**src/rtl/alu_arbiter.sv**
```systemverilog
// rtl/alu_arbiter.sv - round-robin arbiter sharing one combinational ALU between two requesters
//
// Purpose: accepts one operation at a time from requester 0 or 1 (valid/ready),
// holds the latched operands on the ALU for ALU_LAT cycles, captures the ALU
// result and zero flag, then pulses the matching rspN_valid for one cycle.
//
// Ports:
//   clk, rst                      clock, asynchronous active-low reset
//   reqN_valid/ready              request handshake, N = 0/1
//   reqN_src1/src2/ctr            request operands and ALU control
//   rsp0_valid, rsp1_valid        one-cycle response pulses
//   rsp_result, rsp_zero          captured ALU result / zero flag
//   busy                          high whenever an operation is in flight
//   alu_src1/src2/ctr             operands driven to the ALU
//   alu_result, zero_bit          ALU outputs

module alu_arbiter #(
    parameter int WIDTH   = 32,
    parameter int CTR_W   = 3,
    parameter int ALU_LAT = 1
) (
    input  logic             clk,
    input  logic             rst,
    input  logic             req0_valid,
    output logic             req0_ready,
    input  logic [WIDTH-1:0] req0_src1,
    input  logic [WIDTH-1:0] req0_src2,
    input  logic [CTR_W-1:0] req0_ctr,
    input  logic             req1_valid,
    output logic             req1_ready,
    input  logic [WIDTH-1:0] req1_src1,
    input  logic [WIDTH-1:0] req1_src2,
    input  logic [CTR_W-1:0] req1_ctr,
    output logic             rsp0_valid,
    output logic             rsp1_valid,
    output logic [WIDTH-1:0] rsp_result,
    output logic             rsp_zero,
    output logic             busy,
    output logic [WIDTH-1:0] alu_src1,
    output logic [WIDTH-1:0] alu_src2,
    output logic [CTR_W-1:0] alu_ctr,
    input  logic [WIDTH-1:0] alu_result,
    input  logic             zero_bit
);

    typedef enum logic [1:0] {
        IDLE = 2'd0,
        EXEC = 2'd1,
        DONE = 2'd2
    } state_t;

    localparam logic [3:0] LAT_M1 = 4'(ALU_LAT - 1);

    state_t           state;
    state_t           state_next;
    logic             last_grant;
    logic             grant;
    logic             grant_id;
    logic             any_valid;
    logic             accept;
    logic [3:0]       cnt;
    logic [WIDTH-1:0] src1_q;
    logic [WIDTH-1:0] src2_q;
    logic [CTR_W-1:0] ctr_q;
    logic [WIDTH-1:0] result_q;
    logic             zero_q;

    // Winner selection: a lone valid wins outright; on a tie the requester
    // that was not served last wins.
    always_comb begin
        grant = 1'b0;
        if (req0_valid && req1_valid) begin
            grant = ~last_grant;
        end else if (req1_valid) begin
            grant = 1'b1;
        end
    end

    assign any_valid = req0_valid | req1_valid;
    assign accept    = (state == IDLE) && any_valid;

    always_ff @(posedge clk or negedge rst) begin
        if (!rst) begin
            state <= IDLE;
        end else begin
            state <= state_next;
        end
    end

    always_comb begin
        state_next = state;
        req0_ready = 1'b0;
        req1_ready = 1'b0;
        rsp0_valid = 1'b0;
        rsp1_valid = 1'b0;
        busy       = (state != IDLE);
        case (state)
            IDLE: begin
                req0_ready = any_valid && !grant;
                req1_ready = any_valid && grant;
                if (any_valid) begin
                    state_next = EXEC;
                end
            end
            EXEC: begin
                if (cnt == 4'd0) begin
                    state_next = DONE;
                end
            end
            DONE: begin
                rsp0_valid = !grant_id;
                rsp1_valid = grant_id;
                state_next = IDLE;
            end
            default: begin
                state_next = IDLE;
            end
        endcase
    end

    // Operands are sampled only on the accept edge; they then stay on the ALU
    // until the next accept, so the ALU inputs never glitch between ops.
    always_ff @(posedge clk or negedge rst) begin
        if (!rst) begin
            last_grant <= 1'b1;
            grant_id   <= 1'b0;
            cnt        <= 4'd0;
            src1_q     <= '0;
            src2_q     <= '0;
            ctr_q      <= '0;
            result_q   <= '0;
            zero_q     <= 1'b0;
        end else begin
            case (state)
                IDLE: begin
                    if (accept) begin
                        grant_id <= grant;
                        cnt      <= LAT_M1;
                        src1_q   <= grant ? req1_src1 : req0_src1;
                        src2_q   <= grant ? req1_src2 : req0_src2;
                        ctr_q    <= grant ? req1_ctr  : req0_ctr;
                    end
                end
                EXEC: begin
                    if (cnt == 4'd0) begin
                        result_q <= alu_result;
                        zero_q   <= zero_bit;
                    end else begin
                        cnt <= cnt - 4'd1;
                    end
                end
                DONE: begin
                    last_grant <= grant_id;
                end
                default: begin
                end
            endcase
        end
    end

    assign alu_src1   = src1_q;
    assign alu_src2   = src2_q;
    assign alu_ctr    = ctr_q;
    assign rsp_result = result_q;
    assign rsp_zero   = zero_q;

endmodule

```
**config.mk**
```make
export PLATFORM = sky130hd
export DESIGN_NAME = alu_arbiter
export DESIGN_NICKNAME = d
export VERILOG_FILES = /design/src/rtl/alu_arbiter.sv
export SDC_FILE = /design/constraint.sdc
export NUM_CORES = 1
export LEC_CHECK = 0
export ABC_AREA = 1
export CAP_MARGIN = 15
export CORE_ASPECT_RATIO = 0.7
export CORE_MARGIN = 2
export CORE_UTILIZATION = 39
export DETAILED_ROUTE_END_ITERATION = 10
export GPL_TIMING_DRIVEN = 0
export PLACE_DENSITY_LB_ADDON = 0.08
export SYNTH_ARGS = -nofsm -noshare
export SYNTH_HDL_FRONTEND = slang
export SYNTH_SLANG_ARGS = --single-unit
```
**constraint.sdc**
```tcl
create_clock -name clk -period 1.9 [get_ports clk]
set_input_delay 0.19 -clock clk [delete_from_list [all_inputs] [get_ports clk]]
set_output_delay 0.19 -clock clk [all_outputs]
set_load 0.1 [all_outputs]
```
Word-level counts from Yosys, hierarchy flattened
Index checks and enable logic that the tools add are counted.
{"block": "totals", "input_bits": 171, "out_inout_bits": 105, "reg_bits": 108, "wordCells": 47}
{"block": "op_classes", "n_mux": 15, "n_eq_ne": 6, "n_bitwise": 2, "reduce_logical": 14, "add_sub_neg": 1}
{"cell": "two-way mux 32 bit", "count": 2}
{"cell": "two-way mux 4 bit", "count": 2}
{"cell": "inequality test 2 bit (second input constant)", "count": 4}
{"cell": "case mux 4 bit (2 select lines)", "count": 1}
{"cell": "two-way mux 1 bit", "count": 6}
{"cell": "AND reduction 2 bit", "count": 3}
{"cell": "logical AND 1 bit", "count": 4}
{"cell": "zero test 4 bit", "count": 1}
{"cell": "two-way mux 2 bit", "count": 2}
{"cell": "case mux 2 bit (2 select lines)", "count": 1}
{"cell": "nonzero test 2 bit", "count": 2}
{"cell": "subtractor 4 x 1 -> 4 bit (second input constant)", "count": 1}
{"cell": "two-way mux 3 bit", "count": 1}
{"cell": "AND reduction 3 bit", "count": 1}
{"cell": "equality test 2 x 1 -> 1 bit (second input constant)", "count": 1}
{"cell": "equality test 2 bit (second input constant)", "count": 1}
{"cell": "zero test 1 bit", "count": 2}
{"cell": "zero test 2 bit", "count": 1}
{"cell": "NOT 1 bit", "count": 1}
{"cell": "OR 1 bit", "count": 1}

Longest topological paths before layout
Gate-level depths: netlist (run 1).
{"block": "depth", "word_depth": 5, "depth_mapped": 8, "ltp_nobuf": 8}

Worst setup path before layout (run 1)
No wires, ideal clock.
{"block": "synth_timing", "kind": "register -> output", "start": "register state[1]", "end": "output port req1_ready", "path_stages_with_launch": 4, "arrival_time_ns": 2.530, "required_time_ns": 1.710, "setup_slack_ns": -0.820, "path_buffers": 0, "path_cell_list": "dfrtp_1 inv_1 nand2_1 nor2_1"}
{"block": "synth_between", "elab_chain_cells": 2}
{"element": "start: declaration", "line_no": "54", "rtl": "state_t state;"}
{"element": "start signal: assignment", "line_no": "86", "rtl": "state <= state_next;"}
{"element": "zero test 2 bit", "line_no": "97", "rtl": "case (state)"}
{"element": "two-way mux 1 bit", "line_no": "97"}
{"element": "end: declaration", "line_no": "30", "rtl": "output logic req1_ready,"}
No other way between the ends.

Final worst setup path (run 1)
{"block": "layout_timing", "start": "register state[0]", "end": "output port rsp0_valid"}
{"block": "layout_between", "elab_chain_cells": 2}
{"element": "equality test 2 bit", "line_no": "97"}
{"element": "two-way mux 1 bit", "line_no": "97"}
{"element": "end: declaration", "line_no": "34", "rtl": "output logic rsp0_valid,"}
No other way between the ends.

==> metrics.md, run 1 <==
| Metric | Value |
|---|---|
| R2r setup slk | roughly 0.2 ns |
| Initial cell density of the core | approximately 40% |
| Tot GR Track Use | between 20% and 30% |
| Arrival @ worst endpoint | roughly 1.6 ns |
| Setup violations, final | 0 |
| DP Area | roughly 0.0081 sq mm |
| Met3 usage | 7.32% |
| IO Pins | about 280 |
| CTS tree | yes |
| Max-Cap Viols | 0 |
| Cell area after layout | slightly above 0.008 sq mm |
| Top cells by area, synth | dfrtp_1, nand2_1, nor2_1, inv_1, o21ai_0 |
| DP Wirelength | ~12,000 um |
| Mean Syn Cell Area | about 7.3 sq um |
| RR Endpoint | alu_src2[12]$_DFFE_PN0P_ |
| Post-Synthesis Cells | between 600 and 700 |
| IO Port Bufs | ~280 |
| Drt drc | 0 |
| Async set or reset register ratio after synthesis | 100% |
| Top_reg_cell synth | dfrtp_1 |
| Largest net degree at the start of global routing | 85 |
| Most instantiated library cell after synthesis | nand2_1 |
| F_max | approximately 550 MHz |
| Largest stage delay, worst path | between 0.5 and 0.6 ns |
| Initial antenna violation count | 0 |
| Die width | between 100 and 150 um |
| TritonCTS Buffers | 9 |
| Unique masters post-synth | 19 |
| Mapped Nets | 870 |
| GR Layer Usage met2 | 37.2% |
| Area leader, netlist | dfrtp_1 |
| Final Max Slew Viols | 0 |
| Clock slew at reported path FFs | approximately 0.070 ns |
| Placed cell count | 1,136 |
| Final min period | about 1.8 ns |
| First-pass GRT wire length | around 26,000 um |
| Max-slew headroom | between 30% and 40% |
| Worst-path cell chain | inv_1, nand2_1, nor2_2, clkdlybuf4s18_2 |
| Crit path max fanout | 4 |
| GRT Residual Overflow | 0 |
| Met1 Use GR | between 20 and 30% |
| Clk sinks | ~110 |
| Clock latency on the worst-skew pair | 0.34 ns |
| Initial DRC Count | 196 |
| Core Area | 0.0125 sq mm |
| Yosys top cell area share | approximately 53% |
| Layout cell share with drive strength beyond 1 | slightly below 6% |
| Die area | between 0.01 and 0.015 sq mm |
| Post-route ant nets | 0 |
| Die height | 99.5 um |
| Synth warnings | 0 |
| Buffers & Inverters on Critical Path | 2 |
| DR WL/cell | between 10 and 15 um |
| # fillers | around 1,200 |
| Kind of critical path | flip-flop to output pin |
| Cell row count | 34 |
| Sequential element share of the synthesized area | between 50% and 60% |
| FF+latch area | around 0.0027 sq mm |
| Clk_skew | about 0.0079 ns |
| Hold Crit Class | input port to async pin |
| Antenna cells | 0 |
| Nets | between 1,000 and 1,500 |
| Max clock buf depth | 2 |
| DR vias/cell | between 4 and 5 |
| FF-to-FF Start | last_grant$_DFFE_PN1N_ |
| CP required | roughly 1.7 ns |
| Crit-path leading delay family | buffers and inverters |
| Count of final hold-check violations | 0 |
| Routability congestion estimate | between 0.8 and 0.9 |
| DR pass1 iterations | 6 |
| CTS root buf | clkbuf_16 |
| Area Growth Syn to Fin | 62.7% |
| Startpoint types | flip-flop |
| Vias in the first global route | around 5,000 |
| RSZ-0062 raised after global routing | no |
| Critical-path top delay cell | clkdlybuf4s18_2 |
| Run status | complete, no violations |
| Area occupied by multi-input gates | slightly below 0.002 sq mm |
| Final Instance Count excl. Fillers | 1,156 |
| R2R cell count | 7 |
| H-tree levels | 3 |
| Via Count | approximately 5,200 |
| Worst-Margin Slew | 1.03 ns |
| Post-synth EDFFs | 0 |
| Tcrit/Tclk final | roughly 95% |
| Busiest grt layer | met2 |
| Synth Register Bits | 108 |
| Synth Cell Area | 0.00508 sq mm |
| Commonest cells post-synth | nand2_1, dfrtp_1, nor2_1, inv_1 |
| CP Capture Type | output pin |
| Final Routed Wirelength | roughly 16,000 um |
[through the flow]
step	setup slack [ns]	utilization [%]	TNS, ns	hold slack (ns)
after floorplan	-0.0206	-	-0.0206	-0.106
after global placement	-3.75	64.2	-404.32	0.461
after detailed placement	-0.903	64.4	-3.88	0.0662
after CTS	-0.0828	65.7	-0.0828	0.262
after global routing	0.00588	65.9	0	0.293
final	0.0933	65.9	0	0.299
[routing by layer]
layer	wire, um	share of wire, %	vias up
met5	0	0	-
met4	428	2.7	0
met3	1300	8.1	31
met2	7190	45	181
met1	7090	44	2372
li1	-	-	2659
[state kept, by name, summed over array words and instances (netlist names)]
name	flops
state	2
rsp_result	32
alu_src2	32
cnt	4
last_grant	1
alu_ctr	3
grant_id	1
alu_src1	32
rsp_zero	1
[cell type report]
| cell class | instances | area share, % |
|---|---|---|
| inverter | 77 | 3.50 |
| buffer | 33 | 2.03 |
| clock inverter | 7 | 0.590 |
| clock buffer | 9 | 2.72 |
| sequential | 108 | 32.7 |
| timing repair buffer | 281 | 32.6 |
| multi-input combinational | 479 | 23.4 |
| tap | 162 | 2.45 |
[layout by cell type (no fill, tap or decap)]
cell	synthesis	layout
dlygate4sd2_1	0	100
clkdlybuf4s15_2	0	2
clkbuf_1	9	9
dfstp_2	1	1
clkdlybuf4s50_1	0	169
nand2_4	0	1
inv_1	76	76
clkinv_2	0	3
buf_2	14	14
nand3_1	6	6
inv_6	0	3
nand2_1	320	319
buf_4	7	11
o21ai_0	34	34
buf_16	0	1
buf_6	0	2
clkbuf_16	0	9
nand3_2	1	1
inv_2	1	1
a21oi_1	2	1
nor2_2	1	4
o21ai_2	1	1
dlygate4sd3_1	0	1
clkdlybuf4s18_2	0	1
o21ai_1	34	34
a21oi_2	0	1
nand2_2	1	1
ha_1	1	1
nor2_1	78	75
buf_1	4	4
clkinvlp_4	0	1
dfrtp_1	107	107
[worst max-delay path by stage]
stage / start / end / depth (start not counted)
finish: state[0]$_DFFE_PN0P_ / rsp0_valid / 4
detailed placement: req1_valid / req1_ready / 6
global placement: rst / rsp_result[28]$_DFFE_PN0P_ / 1
global route: state[0]$_DFFE_PN0P_ / rsp1_valid / 4
CTS: last_grant$_DFFE_PN1N_ / req1_ready / 6
floorplan: state[1]$_DFFE_PN0P_ / req1_ready / 3
[what timing repair did]
item / 4_1_cts / 5_1_grt
gates resized for setup: 123 / 1
hold buffers: 1 / 0
pin swaps: 0 / 1
hold endpoints to repair: 24 / 0
buffers inserted: 0 / 4
setup endpoints to repair: 105 / 2
[cells by family after synthesis]
logic type	synth area share [%]
buffers and inverters	9.06
DFF	53.2
and+or+nand+nor	30.4
AOI/OAI and AO/OA	7.07
adders and majority gates	0.246
Power of run 1 is left out: the tool's default activity adds up to more than one toggle a clock period on the data nets, which glitch-free logic cannot reach.
==> run 2, diff against run 1 <==
--- a/config.mk
+++ b/config.mk
@@ -10,9 +10,11 @@
 export CORE_ASPECT_RATIO = 0.7
 export CORE_MARGIN = 2
 export CORE_UTILIZATION = 39
+export CTS_CLUSTER_SIZE = 16
 export DETAILED_ROUTE_END_ITERATION = 10
 export GPL_TIMING_DRIVEN = 0
 export PLACE_DENSITY_LB_ADDON = 0.08
 export SYNTH_ARGS = -nofsm -noshare
 export SYNTH_HDL_FRONTEND = slang
 export SYNTH_SLANG_ARGS = --single-unit
+export TNS_END_PERCENT = 1
==> run 2 against run 1 <==
  * The flow now finishes with violations (negative setup slack)
  * Final area up 0.51%
  * Die area unchanged
  * Register-to-register slack improved by 0.09 ns
  * First-iteration DRC count rose by 34%
  * Largest cell class unchanged
==> metrics.md, run 2 (synthesis gave the netlist of run 1 again) <==
| Metric | Value |
|---|---|
| Run status | finished with violations |
| Failing checks | negative setup slack |
| Critical-path top delay cell | dfstp_2 |
| Postcts setup bufs | 0 (unchanged) |
| Cell area after layout | 0.00831 sq mm (+0.51%) |
| Vias in the first global route | 5,152 (+0.74%) |
| FF-to-FF Start | state[1]$_DFFE_PN0P_ |
| GRT Residual Overflow | 0 (unchanged) |
| Area Growth Syn to Fin | 63.5% |
| DR vias/cell | 4.46 (-1.6%) |
| Max-slew headroom | 30.6% (-1.3 points) |
| Util after Layout | 66.2% (+0.34 points) |
| Worst-Margin Slew | 1.05 ns (+0.0196 ns) |
| Hold_sp | alu_result[24] |
| Worst-path cell chain | nand2_1, nand2_4, buf_6, buf_4, nor2_2, buf_4 |
| Setup violations, final | 1 (+1) |
| R2R cell count | 7 (unchanged) |
| DP Wirelength | 11,800 um (-1.3%) |
| Die height | 99.5 um (unchanged) |
| Count of final hold-check violations | 0 (unchanged) |
| Most frequent cells in the layout | nand2_1, clkdlybuf4s50_1, dfrtp_1 |
| Tot GR Track Use | 23.1% (+0.046 points) |
| Arrival @ worst endpoint | 1.79 ns (+0.17 ns) |
| CP Capture Type | output pin |
| Clk_skew | 0.00876 ns (+0.000897 ns) |
| IO Port Bufs | 275 (unchanged) |
| Max-Cap Viols | 0 (unchanged) |
| Max clock buf depth | 2 (unchanged) |
| IO Pins | 276 (unchanged) |
| Hold Crit Class | input port to flip-flop |
| Final min period | 1.98 ns (+0.169 ns) |
| F_max | 506 MHz (-8.6%) |
| CTS tree | yes |
| DR pass1 iterations | 5 (-1) |
| Kind of critical path | flip-flop to output pin |
| TritonCTS Buffers | 9 (unchanged) |
| Routability congestion estimate | 0.849 (+3.7%) |
| DP Area | 0.00807 sq mm (-0.14%) |
| Final Max Slew Viols | 0 (unchanged) |
| Met3 usage | 7.70% (+0.39 points) |
| Initial antenna violation count | 0 (unchanged) |
| Initial DRC Count | 262 (+34%) |
| Crit path max fanout | 10 (+6) |
| Final Routed Wirelength | 15,600 um (-2.4%) |
| Most Frequent Cell on Critical Path | buf_4 |
| Via Count | 5,148 (-1.8%) |
| CP required | 1.71 ns (about the same) |
| Busiest grt layer | met2 |
| GR Layer Usage met2 | 37.9% (+0.72 points) |
| Antenna cells | 0 (unchanged) |
| Hold EP | rsp_result[24]$_DFFE_PN0P_ |
| Clock slew at reported path FFs | 0.08 ns (about the same) |
| Most common cell after layout, fill and taps aside | nand2_1 |
| Drt drc | 0 (unchanged) |
| RR Endpoint | alu_src2[4]$_DFFE_PN0P_ |
| Die width | 140 um (unchanged) |
| Largest stage delay, worst path | 0.53 ns (-0.04 ns) |
| R2r setup slk | 0.29 ns (+0.09 ns) |
| DR WL/cell | 13.5 um (-2.2%) |
| First-pass GRT wire length | 25,400 um (-0.91%) |
| CTS root buf | clkbuf_16 |
| Hold path depth | 3 |
| Die area | 0.0140 sq mm (unchanged) |
| Clk sinks | 108 (unchanged) |
| Startpoint types | flip-flop |
| Cell row count | 34 (unchanged) |
| Core Area | 0.0125 sq mm (unchanged) |
| Met1 Use GR | 29.0% (-0.72 points) |
| Clock latency on the worst-skew pair | 0.35 ns (about the same) |
| H-tree levels | 3 (unchanged) |
| Worst slack, placed | -0.890 ns (+0.0138 ns) |
| RSZ-0062 raised after global routing | yes |
| Final WS setup | -0.0760 ns (-0.169 ns) |
| Nets | 1,158 (-0.26%) |
| Initial cell density of the core | 40.5% (unchanged) |
| Final hold slack | 0.372 ns (+0.0728 ns) |
| Layout cell share with drive strength beyond 1 | 5.25% (-0.59 points) |
| Post-route ant nets | 0 (unchanged) |
| Largest net degree at the start of global routing | 64 (-25%) |
| Tcrit/Tclk final | 104% (+8.9 points) |
-- run 2: critical path: cells and delay by family, from the launching register on --
kind	cells	cell delay (ns)
buffers and inverters	3	0.58
and+or+nand+nor	3	0.31
DFF	1	0.53
-- run 2: metrics by stage --
stage / TNS, ns / std cells
floorplan: -1.08 / 698
global placement: -395.88 / 1135
detailed placement: -2.60 / 1136
CTS: -0.269 / 1153
global route: -0.173 / 1153
finish: -0.0760 / 1153
-- run 2: area by class of cell --
| cell class | instances | area [sq um] |
|---|---|---|
| buffer | 34 | 175 |
| clock buffer | 9 | 225 |
| clock inverter | 7 | 130 |
| fill | 1125 | 4240 |
| inverter | 77 | 289 |
| multi-input combinational | 479 | 1930 |
| sequential | 108 | 2700 |
| tap | 162 | 203 |
| timing repair buffer | 277 | 2660 |
-- run 2: timing repair --
action | in CTS | in global routing
resized for setup | 122 | 1
setup endpoints to repair | 105 | 2
cloned | 0 | 0
endpoints found under the hold margin | 45 | 0
hold buffers | 1 | 0
-- run 2: metal layers --
| metal | wire, um | vias to the layer above |
|---|---|---|
| met2 | 7120 | 175 |
| met5 | 0 | - |
| li1 | - | 2656 |
| met3 | 1400 | 24 |
| met1 | 6750 | 2293 |
| met4 | 352 | 0 |
-- run 2: worst max path at each step --
stage	from	to	slack (ns)
5_1_grt	last_grant$_DFFE_PN1N_	req1_ready	-0.17
2_1_floorplan	state[1]$_DFFE_PN0P_	req1_ready	-0.37
4_1_cts	state[0]$_DFFE_PN0P_	rsp1_valid	-0.18
3_5_place_dp	req1_valid	req1_ready	-0.89
3_3_place_gp	rst	rsp_result[20]$_DFFE_PN0P_	-3.67
6_report	last_grant$_DFFE_PN1N_	req1_ready	-0.08
Power of run 2 is left out for the same reason.
==> run 3, diff against run 2 <==
==> constraint.sdc (replaced) <==
create_clock -name clk -period 1.9 [get_ports clk]
set_input_delay 0.57 -clock clk [delete_from_list [all_inputs] [get_ports clk]]
set_output_delay 0.57 -clock clk [all_outputs]
set_load 0.1 [all_outputs]
==> run 3 against run 2 <==
  * The run still ends with negative setup slack left
  * Non-clock buffer count is 2 lower
  * Via count is 0.72% lower
  * Clock skew is 0.0028 ns lower
  * Flip-flop and latch count stayed put
  * Die area stayed put
  * First-iteration DRC count is 29% lower
  * Sequential share of layout area is 0.89 points lower
==> metrics.md, run 3 (synthesis gave the netlist of run 1 again) <==
| Metric | Value |
|---|---|
| Run status | finished with violations |
| Failing checks | negative setup slack |
| Worst-path cell chain | clkdlybuf4s15_2, nand2_8, nor2_4, buf_12 |
| IO Port Bufs | 275 (unchanged) |
| DR vias/cell | 4.44 (-0.55%) |
| CTS tree | yes |
| R2r setup slk | 0.27 ns (-0.02 ns) |
| Max-slew headroom | 61.2% (+31 points) |
| Antenna cells | 0 (unchanged) |
| Initial cell density of the core | 40.5% (unchanged) |
| Max-Cap Viols | 0 (unchanged) |
| First-pass GRT wire length | 25,400 um (-0.27%) |
| DR pass1 iterations | 4 (-1) |
| Buffers & Inverters on Critical Path | 2 (-1) |
| Kind of critical path | input port to output pin |
| Die area | 0.0140 sq mm (unchanged) |
| Final Max Slew Viols | 0 (unchanged) |
| Critical-path top delay cell | clkdlybuf4s15_2 |
| Arrival @ worst endpoint | 1.40 ns (-0.39 ns) |
| Final Instance Count excl. Fillers | 1,151 (-0.17%) |
| Most frequent cells in the layout | nand2_1, clkdlybuf4s50_1, dfrtp_1 |
| DR WL/cell | 13.6 um (+0.49%) |
| Setup violations, final | 2 (+1) |
| Vias in the first global route | 5,112 (-0.78%) |
| Die width | 140 um (unchanged) |
| Cell area after layout | 0.00854 sq mm (+2.8%) |
| DP Wirelength | 11,700 um (-0.58%) |
| Clk sinks | 108 (unchanged) |
| CP required | 1.33 ns (-0.38 ns) |
| F_max | 507 MHz (+0.16%) |
| CP startpoint | req1_valid |
| CP Capture Type | output pin |
| Via Count | 5,111 (-0.72%) |
| Tot GR Track Use | 22.8% (-0.22 points) |
| Layout cell share with drive strength beyond 1 | 15.9% (+11 points) |
| R2R cell count | 6 (-1) |
| Core Area | 0.0125 sq mm (unchanged) |
| Crit path max fanout | 27 (+17) |
| Initial DRC Count | 187 (-29%) |
| End of the critical path | req1_ready |
| Util after Layout | 68.1% (+1.9 points) |
| Final hold slack | 0.209 ns (-0.162 ns) |
| Nets | 1,156 (-0.17%) |
| Final WS setup | -0.0728 ns (+0.00324 ns) |
| Largest stage delay, worst path | 0.32 ns (-0.21 ns) |
| IO Pins | 276 (unchanged) |
| Final min period | 1.97 ns (-0.00324 ns) |
| Cell row count | 34 (unchanged) |
| Clock latency on the worst-skew pair | 0.34 ns (about the same) |
| Placed cell count | 1,136 (unchanged) |
| Clock slew at reported path FFs | 0.07 ns (about the same) |
| TritonCTS Buffers | 9 (unchanged) |
| Drt drc | 0 (unchanged) |
| Final Routed Wirelength | 15,700 um (+0.32%) |
| GRT Residual Overflow | 0 (unchanged) |
| Initial antenna violation count | 0 (unchanged) |
| # fillers | 1,093 (-2.8%) |
| Worst-Margin Slew | 0.585 ns (-0.460 ns) |
| Tcrit/Tclk final | 104% (-0.17 points) |
| Startpoint types | input port |
| Routability congestion estimate | 0.802 (-5.6%) |
| Die height | 99.5 um (unchanged) |
| RR Endpoint | alu_src2[7]$_DFFE_PN0P_ |
| FF-to-FF Start | last_grant$_DFFE_PN1N_ |
| Area Growth Syn to Fin | 68.1% |
| WP depth | 4 (-2) |
| Count of final hold-check violations | 0 (unchanged) |
| CTS root buf | clkbuf_16 |
| Max clock buf depth | 2 (unchanged) |
| Post-route ant nets | 0 (unchanged) |
| Clk_skew | 0.00597 ns (-0.00279 ns) |
| RSZ-0062 raised after global routing | yes |
| Crit-path leading delay family | buffers and inverters |
| Hold Crit Class | input port to async pin |
| H-tree levels | 3 (unchanged) |
| Most common cell after layout, fill and taps aside | nand2_1 |
| Largest net degree at the start of global routing | 67 (+4.7%) |
| DP Area | 0.00809 sq mm (+0.23%) |
-- run 3: through the flow --
step | setup slack, ns | TNS [ns]
floorplan | -0.208 | -0.446
global placement | -4.08 | -483.12
detailed placement | -1.69 | -46.21
CTS | -0.217 | -0.342
global route | -0.142 | -0.243
finish | -0.0728 | -0.116
-- run 3: per-layer routing --
layer  global-route usage, %  up-vias  part of all wire [%]
met1                    29.2     2266                    43
met4                    4.90        0                   1.5
met5                       0        -                     0
li1                        -     2653                     -
met3                    7.41       19                   8.6
met2                    38.4      173                    47
-- run 3: worst min-delay path by stage --
stage / start / end / slack (ns) / cells past startpoint
finish: rst / alu_src2[13]$_DFFE_PN0P_ / 0.21 / 1
global route: rst / alu_src2[13]$_DFFE_PN0P_ / 0.24 / 1
floorplan: rst / alu_ctr[0]$_DFFE_PN0P_ / 0.27 / 0
global placement: rsp_result[16]$_DFFE_PN0P_ / rsp_result[16]$_DFFE_PN0P_ / 0.46 / 2
detailed placement: rsp_result[14]$_DFFE_PN0P_ / rsp_result[14]$_DFFE_PN0P_ / 0.46 / 2
CTS: rst / alu_src2[13]$_DFFE_PN0P_ / 0.23 / 1
-- run 3: what timing repair did --
action | CTS | global route
setup endpoints to repair | 155 | 7
buffers inserted | 1 | 0
hold buffers | 0 | 0
pin swaps | 5 | 0
resized for setup | 349 | 7
-- run 3: cell type report --
class / instances / area [sq um] / share of cell area [%]
buffer: 32 / 156 / 1.83
clock buffer: 10 / 239 / 2.80
clock inverter: 6 / 43.8 / 0.513
inverter: 77 / 289 / 3.38
multi-input combinational: 479 / 1970 / 23.1
sequential: 108 / 2700 / 31.6
tap: 162 / 203 / 2.37
timing repair buffer: 277 / 2940 / 34.4
Power of run 3 is left out for the same reason.
